## config.mk

```make
export PLATFORM = sky130hd
export DESIGN_NAME = seg_serial_tx_flat
export DESIGN_NICKNAME = d
export VERILOG_FILES = /design/src/rtl/seg_serial_tx_if.sv /design/src/rtl/seg_serial_tx.sv /design/src/flat_wrapper.sv
export SDC_FILE = /design/constraint.sdc
export NUM_CORES = 1
export LEC_CHECK = 0
export CAP_MARGIN = 25
export CORE_ASPECT_RATIO = 1.5
export CORE_UTILIZATION = 46
export DETAILED_ROUTE_END_ITERATION = 8
export GPL_ROUTABILITY_DRIVEN = 0
export PLACE_DENSITY = 0.75
export SETUP_SLACK_MARGIN = 0.1
export SLEW_MARGIN = 20
export SYNTH_ARGS = -nofsm -noshare
export SYNTH_HDL_FRONTEND = slang
export SYNTH_SLANG_ARGS = --single-unit
```

## constraint.sdc

```tcl
create_clock -name clk -period 1.7 [get_ports clk]
set_input_delay 0.34 -clock clk [delete_from_list [all_inputs] [get_ports clk]]
set_output_delay 0.34 -clock clk [all_outputs]
set_load 0.05 [all_outputs]
```

## src/rtl/seg_serial_tx_if.sv

```systemverilog
// Parallel-frame handshake and serial display pins between the segment map
// logic and the serial transmitter.
interface seg_serial_tx_if #(
   parameter int DATA_WIDTH = 64
);
   logic                  start;
   logic [DATA_WIDTH-1:0] par_data;
   logic                  busy;
   logic                  done;
   logic                  seg_clk;
   logic                  seg_dt;
   logic                  seg_ld;

   modport master (
      output start, par_data,
      input  busy, done, seg_clk, seg_dt, seg_ld
   );

   modport slave (
      input  start, par_data,
      output busy, done, seg_clk, seg_dt, seg_ld
   );
endinterface

```

## src/rtl/seg_serial_tx.sv

```systemverilog
// Serialises one segment-ordered frame MSB first into a cascaded 7-segment
// shift-register chain, then pulses the latch strobe and reports completion.
module seg_serial_tx #(
   parameter int DATA_WIDTH = 64,
   parameter int CLK_DIV    = 2,
   parameter int CNT_W      = 7
) (
   input  logic             clk,
   input  logic             rst,
   seg_serial_tx_if.slave   bus
);
   typedef enum logic [1:0] {
      IDLE  = 2'd0,
      SHIFT = 2'd1,
      LATCH = 2'd2
   } state_t;

   localparam int                DIV_W    = (CLK_DIV > 1) ? $clog2(CLK_DIV) : 1;
   localparam logic [DIV_W-1:0]  DIV_LAST = DIV_W'(CLK_DIV - 1);
   localparam logic [CNT_W-1:0]  CNT_FULL = CNT_W'(DATA_WIDTH);

   state_t                state_r;
   logic [DATA_WIDTH-1:0] shreg_r;
   logic [CNT_W-1:0]      cnt_r;
   logic [DIV_W-1:0]      div_r;
   logic                  busy_r;
   logic                  done_r;
   logic                  seg_clk_r;
   logic                  seg_ld_r;
   logic                  phase_end_s;

   assign phase_end_s = (div_r == DIV_LAST);

   // Zeros shift in from the LSB, so the MSB is already 0 in LATCH and IDLE.
   assign bus.seg_dt  = shreg_r[DATA_WIDTH-1];
   assign bus.busy    = busy_r;
   assign bus.done    = done_r;
   assign bus.seg_clk = seg_clk_r;
   assign bus.seg_ld  = seg_ld_r;

   // Frame sequencer: capture, bit-timed shifting, latch strobe, done pulse.
   always_ff @(posedge clk or negedge rst) begin
      if (!rst) begin
         state_r   <= IDLE;
         shreg_r   <= '0;
         cnt_r     <= '0;
         div_r     <= '0;
         busy_r    <= 1'b0;
         done_r    <= 1'b0;
         seg_clk_r <= 1'b0;
         seg_ld_r  <= 1'b0;
      end else begin
         done_r <= 1'b0;
         case (state_r)
            IDLE: begin
               busy_r    <= 1'b0;
               seg_clk_r <= 1'b0;
               seg_ld_r  <= 1'b0;
               if (bus.start) begin
                  shreg_r <= bus.par_data;
                  cnt_r   <= CNT_FULL;
                  div_r   <= '0;
                  busy_r  <= 1'b1;
                  state_r <= SHIFT;
               end else begin
                  div_r <= '0;
               end
            end
            SHIFT: begin
               if (phase_end_s) begin
                  div_r <= '0;
                  if (!seg_clk_r) begin
                     seg_clk_r <= 1'b1;
                  end else begin
                     // Data moves only on the falling edge, giving full setup.
                     seg_clk_r <= 1'b0;
                     shreg_r   <= {shreg_r[DATA_WIDTH-2:0], 1'b0};
                     cnt_r     <= cnt_r - CNT_W'(1);
                     if (cnt_r == CNT_W'(1)) begin
                        seg_ld_r <= 1'b1;
                        state_r  <= LATCH;
                     end else begin
                        seg_ld_r <= 1'b0;
                     end
                  end
               end else begin
                  div_r <= div_r + DIV_W'(1);
               end
            end
            LATCH: begin
               if (phase_end_s) begin
                  div_r    <= '0;
                  seg_ld_r <= 1'b0;
                  busy_r   <= 1'b0;
                  done_r   <= 1'b1;
                  state_r  <= IDLE;
               end else begin
                  div_r <= div_r + DIV_W'(1);
               end
            end
            default: begin
               state_r   <= IDLE;
               shreg_r   <= '0;
               cnt_r     <= '0;
               div_r     <= '0;
               busy_r    <= 1'b0;
               seg_clk_r <= 1'b0;
               seg_ld_r  <= 1'b0;
            end
         endcase
      end
   end
endmodule
```

## src/flat_wrapper.sv

```systemverilog
// flat-port wrapper written by rule: the top's interface ports become plain ports
module seg_serial_tx_flat 
#(
   parameter int DATA_WIDTH = 64,
   parameter int CLK_DIV    = 2,
   parameter int CNT_W      = 7
)
  (clk, rst, bus_start, bus_par_data, bus_busy, bus_done, bus_seg_clk, bus_seg_dt, bus_seg_ld);
  seg_serial_tx_if #(.DATA_WIDTH(DATA_WIDTH)) bus_i ();
  input  logic clk;
  input  logic rst;
  input wire logic [$bits(bus_i.start)-1:0] bus_start;
  input wire logic [$bits(bus_i.par_data)-1:0] bus_par_data;
  output wire logic [$bits(bus_i.busy)-1:0] bus_busy;
  output wire logic [$bits(bus_i.done)-1:0] bus_done;
  output wire logic [$bits(bus_i.seg_clk)-1:0] bus_seg_clk;
  output wire logic [$bits(bus_i.seg_dt)-1:0] bus_seg_dt;
  output wire logic [$bits(bus_i.seg_ld)-1:0] bus_seg_ld;
  assign bus_i.start = bus_start;
  assign bus_i.par_data = bus_par_data;
  assign bus_busy = bus_i.busy;
  assign bus_done = bus_i.done;
  assign bus_seg_clk = bus_i.seg_clk;
  assign bus_seg_dt = bus_i.seg_dt;
  assign bus_seg_ld = bus_i.seg_ld;
  seg_serial_tx #(.DATA_WIDTH(DATA_WIDTH), .CLK_DIV(CLK_DIV), .CNT_W(CNT_W)) u_core (.clk(clk), .rst(rst), .bus(bus_i));
endmodule
```

# Word-level counts from Yosys, hierarchy flattened
# Cells that the tools add are included.
# word_totals
regBits	78
input_bits	67
elab_cells	55
# classes
bitwise	2
eq_ne	8
muxes	28
n_addsub	2
reduce_logical	7
# ops
cell	count
$mux W64	3
$pmux W64 S3	1
$mux W7	3
$pmux W7 S3	1
$mux W1	11
$mux W2	5
$ne A2 B1 Y1 const B	4
$eq A7 B1 Y1 const B	1
$sub A7 B1 Y7 const B	1
$pmux W2 S3	1
$reduce_and A5 Y1	1
$pmux W1 S2	2
$reduce_and A2 Y1	2
$reduce_and A4 Y1	1
$pmux W1 S3	1
$reduce_and A3 Y1	1
$eq A2 B1 Y1 const B	1
$eq A2 B2 Y1 const B	1
$logic_not A2 Y1	1
$ne A2 B2 Y1 const B	1
$not A1 Y1	2
$reduce_or A2 Y1	1
$add A1 B1 Y1 const B	1

# Logic depth before layout (Yosys ltp)
# depth
ltp_word	5
mapped_depth	9
depth_no_buf	6

# Worst setup path before layout
# Ideal clock, no wire load.
# synth_timing
path_type	register -> register
start	register u_core.state_r[1]
end	register u_core.shreg_r[54]
n_path_buf	3
path_slack_ns	0.005
stages_incl_launch_ff	10
setup_time_ns	0.126
arrival_time_ns	1.570
path_cell_list	dfrtp_1 inv_1 ha_1 a21bo_2 and3_1 buf_4 buf_6 buf_6 nor2_1 nor2_1
# synth_between
elab_chain_cells	3
word_cells_on_any_way	9
classes_between	5 x eq/ne; 1 x mux; 1 x bitwise; 2 x reduce/logical
# synth_lines
item	line_no	text
start: declaration	seg_serial_tx.sv:22	state_t state_r;
start signal: assignment	seg_serial_tx.sv:44	state_r <= IDLE;
start signal: assignment	seg_serial_tx.sv:64	state_r <= SHIFT;
start signal: assignment	seg_serial_tx.sv:81	state_r <= LATCH;
$eq A2 B1 Y1 (tied with other cells)	seg_serial_tx.sv:54	case (state_r)
$ne A2 B1 Y1 (no source line) (tied with other cells)	--	
$reduce_and A4 Y1 (no source line)	--	
end signal: assignment	seg_serial_tx.sv:60	shreg_r <= bus.par_data;
end signal: assignment	seg_serial_tx.sv:77	shreg_r <= {shreg_r[DATA_WIDTH-2:0], 1'b0};
end: declaration	seg_serial_tx.sv:23	logic [DATA_WIDTH-1:0] shreg_r;
# Parallel ways exist; a longest one is shown, timed or not.
# A chain may end at the register's enable or synchronous reset.

# Worst setup path in the final report
# layout_timing
start	register u_core.state_r[1]
end	register u_core.shreg_r[9]
# The elaborated chain is that of the path after synthesis.

==> metrics.csv <==
metric,value,unit
DRC viols,0,
worst r2r src,u_core.state_r[1],
R2R depth,7,
status,finished clean,
Yosys warning count,0,
IO Count,72,
mux cell area share after synthesis,0.00594,
number of global-route vias before repair,3152,
DR pass1 iterations,4,
Max-Cap Viols,0,
Top Layer Used,met4,
worst r2r dst,u_core.shreg_r[9],
die area,8150,um^2
Std-Cell Rows,39,
# setup viols final,0,
largest family of logic cells by synthesized area,simple AND/OR/NAND/NOR gates,
Fin Hold WS,483,ps
Clock Tree Buf Depth,2,
Tightest Hold Check Type,primary input to async pin,
"non-filler cells, final",558,
crit-path max FO,27,
simple-gate portion of the synthesized area,0.190,
Pwr Total,10.7,mW
FMAX,0.596,GHz
TritonCTS clock tree,done,
Post-synth EDFFs,0,
pwr dens,2100,nW/um^2
first-iteration detailed-routing DRC count,255,
WP data arrival,1880,ps
compound-cell area share of the yosys netlist,0.190,
pin count of the biggest net entering global routing,66,
CP top delay family,buffers and inverters,
final hold vios,0,
Clock Pin Slew Worst Setup and Hold Paths,60,ps
Initial Utilization,0.473,
post-DP HPWL,5620,um
Detailed Route WL,9240,um
# diodes,0,
Rel. slew slack,0.726,
worst reg-to-reg setup slack,20,ps
P_sw,4.25,mW
Final Max Slew Viols,0,
TritonCTS Buffers,9,
crit path cell chain,buf_4 > ha_2 > inv_2 > nand3_4 > buf_12 > a221oi_1 > nor2_1,
Total Routing Usage GR,0.230,
CP Class,flip-flop to flip-flop,
Logic pwr share,0.494,
Post-Synth Adder-Cell Area,0.0210,
Final Cycle Share,0.986,
root buf cell,clkbuf_16,
Sum Neg Setup Slack,0,ps
initial antenna violation count,0,
first-pass GRT wire length,14200,um
xor and xnor area share after synthesis,0,
sw frac,0.397,
Cells after DPL,535,
Port Buffers,71,
final setup margin,23.0,ps
htree depth,3,
Layout Skew,6.83,ps
Synth Flop Type,dfrtp_1,
Leak,2.09,nW
total global routing overflow,0,
Flop pwr share,0.317,
Worst-Skew Late Latency,330,ps
CP Launch Type,flip-flop,
synthesized flop and latch total,78,
Worst Path Required,1910,ps
wire length on met2,5010,um
Die Width,74.0,um
Vias/cell,5.67,
syn_nets,445,
Synth Area per Inst,9.62,um^2
"Largest stage delay, worst path",390,ps
core area,7560,um^2
RSZ-0062 raised after global routing,yes,
synthesized area,3580,um^2
synth unique cells,34,
sequential area share after synthesis,0.545,
Die H,110,um
Clk pwr share,0.189,
Peak VDD IR,1.26,mV
Clock Sinks,78,
routed via count,3165,
Period minus WS final,1680,ps
drt wl/cell,16.6,um
DRT met1 WL,3570,um
Syn Inst Count,372,
fin nets,524,
Area Growth Syn to Fin,42.5,%
worst slew pin tran,407,ps
CP Capture Type,flip-flop,
share of cells above drive strength 1,0.169,
Post-Place Worst Slack,-140,ps
"antenna viol nets, final",0,
CP max stage cell,dfrtp_1,
routed wl met3,464,um
WP buf/inv,3,
Int Power,6.45,mW
Post-synth ARST share,1.00,
[worst reg2reg max path: stages (launching register included)]
cell	delay, ps
dfrtp_1	390
buf_4	150
ha_2	200
inv_2	120
nand3_4	170
buf_12	210
a221oi_1	250
nor2_1	70
[how the worst max path moves through the flow]
| stage | startpoint | endpoint | slack [ps] | cells past startpoint |
|---|---|---|---|---|
| 5_1_grt | u_core.state_r[1] | u_core.shreg_r[17] | -50 | 7 |
| 6_report | u_core.state_r[1] | u_core.shreg_r[9] | 20 | 7 |
| 2_1_floorplan | u_core.state_r[1] | u_core.shreg_r[54] | 90 | 9 |
| 3_3_place_gp | bus_start | u_core.shreg_r[24] | -80 | 6 |
| 3_5_place_dp | bus_start | u_core.shreg_r[11] | -140 | 6 |
| 4_1_cts | u_core.state_r[1] | u_core.cnt_r[2] | 40 | 7 |
[cells by family after synthesis]
| kind of cell | count (synthesis) |
|---|---|
| flops | 78 |
| simple gates | 166 |
| buf+inv | 38 |
| fa+ha+maj | 6 |
| mux | 2 |
| compound gates | 82 |
[layout by cell type, fill, tap and decap left out, drive strengths merged, types with 2 or more instances in the layout]
cell type      Yosys  final
nor2             129    129
and3               1      2
clkdlybuf4s50      0     65
a31oi              2      2
nand2b             4      4
clkinvlp           0      2
nand2             14     14
dfrtp             78     78
buf               11     29
inv                8      8
a221oi            62     62
o21ai              8      8
o211ai             2      2
nand4b             3      3
bufinv             0      2
clkbuf            19     13
nor3               2      2
nand3              8      8
a21boi             2      2
ha                 6      6
and2               2      2
[state kept, by name, indices dropped and copies added, names as in the netlist]
name and count:
u_core.shreg_r 64, u_core.cnt_r 7, u_core.state_r 2, u_core.bus.busy 1, u_core.bus.done 1, u_core.bus.seg_clk 1, u_core.bus.seg_ld 1, u_core.div_r 1
[power by group through the flow]
stage               logic [mW]  registers, mW  clock network (mW)
floorplan                 3.15           3.34                   0
detailed placement        4.56           3.36                   0
CTS                       4.84           3.34                2.05
finish                    5.29           3.39                2.02
global placement          4.40           3.31                   0
global route              5.86           3.50                2.14
[per-layer routing]
layer	vias to the layer above	global-route usage
met4	0	0.0948
met1	1546	0.272
met3	15	0.0491
met2	105	0.399
met5	-	0
li1	1499	-
[final cells by class]
class / instances / area (um^2)
Fill cell: 564 / 2460
Sequential cell: 78 / 1950
Multi-Input combinational cell: 257 / 1620
Timing Repair Buffer: 97 / 1050
Clock buffer: 11 / 233
Tap cell: 102 / 128
Clock inverter: 5 / 83.8
Inverter: 8 / 30.0
[metrics by stage]
| step | area [um^2] | util |
|---|---|---|
| final | 5100 | 0.674 |
| after global routing | 5100 | 0.674 |
| after CTS | 4960 | 0.655 |
| after detailed placement | 4530 | 0.599 |
| after global placement | 4530 | 0.599 |
| after floorplan | 3610 | - |
[synthesized netlist by cell type, types with 2 or more instances]
library cell | count | share of area
a21boi_0 | 2 | 0.0042
a221oi_1 | 62 | 0.15
a31oi_1 | 2 | 0.0035
and2_1 | 2 | 0.0035
buf_2 | 7 | 0.0098
buf_6 | 2 | 0.0063
clkbuf_1 | 19 | 0.020
dfrtp_1 | 78 | 0.55
ha_1 | 6 | 0.021
inv_1 | 8 | 0.0084
nand2_1 | 14 | 0.015
nand2b_1 | 4 | 0.0070
nand3_1 | 7 | 0.0098
nand4b_1 | 3 | 0.0073
nor2_1 | 129 | 0.14
nor3_1 | 2 | 0.0028
o211ai_1 | 2 | 0.0042
o21ai_0 | 7 | 0.0098
[repair_timing]
action	in CTS	in global routing
cloned	1	2
endpoints found under the hold margin	27	0
setup endpoints to repair	70	71
hold buffers	1	0
pin swaps	0	1
gates resized for setup	16	17
buffers inserted	2	1
No activity file was read; power rests on OpenSTA's default activity.
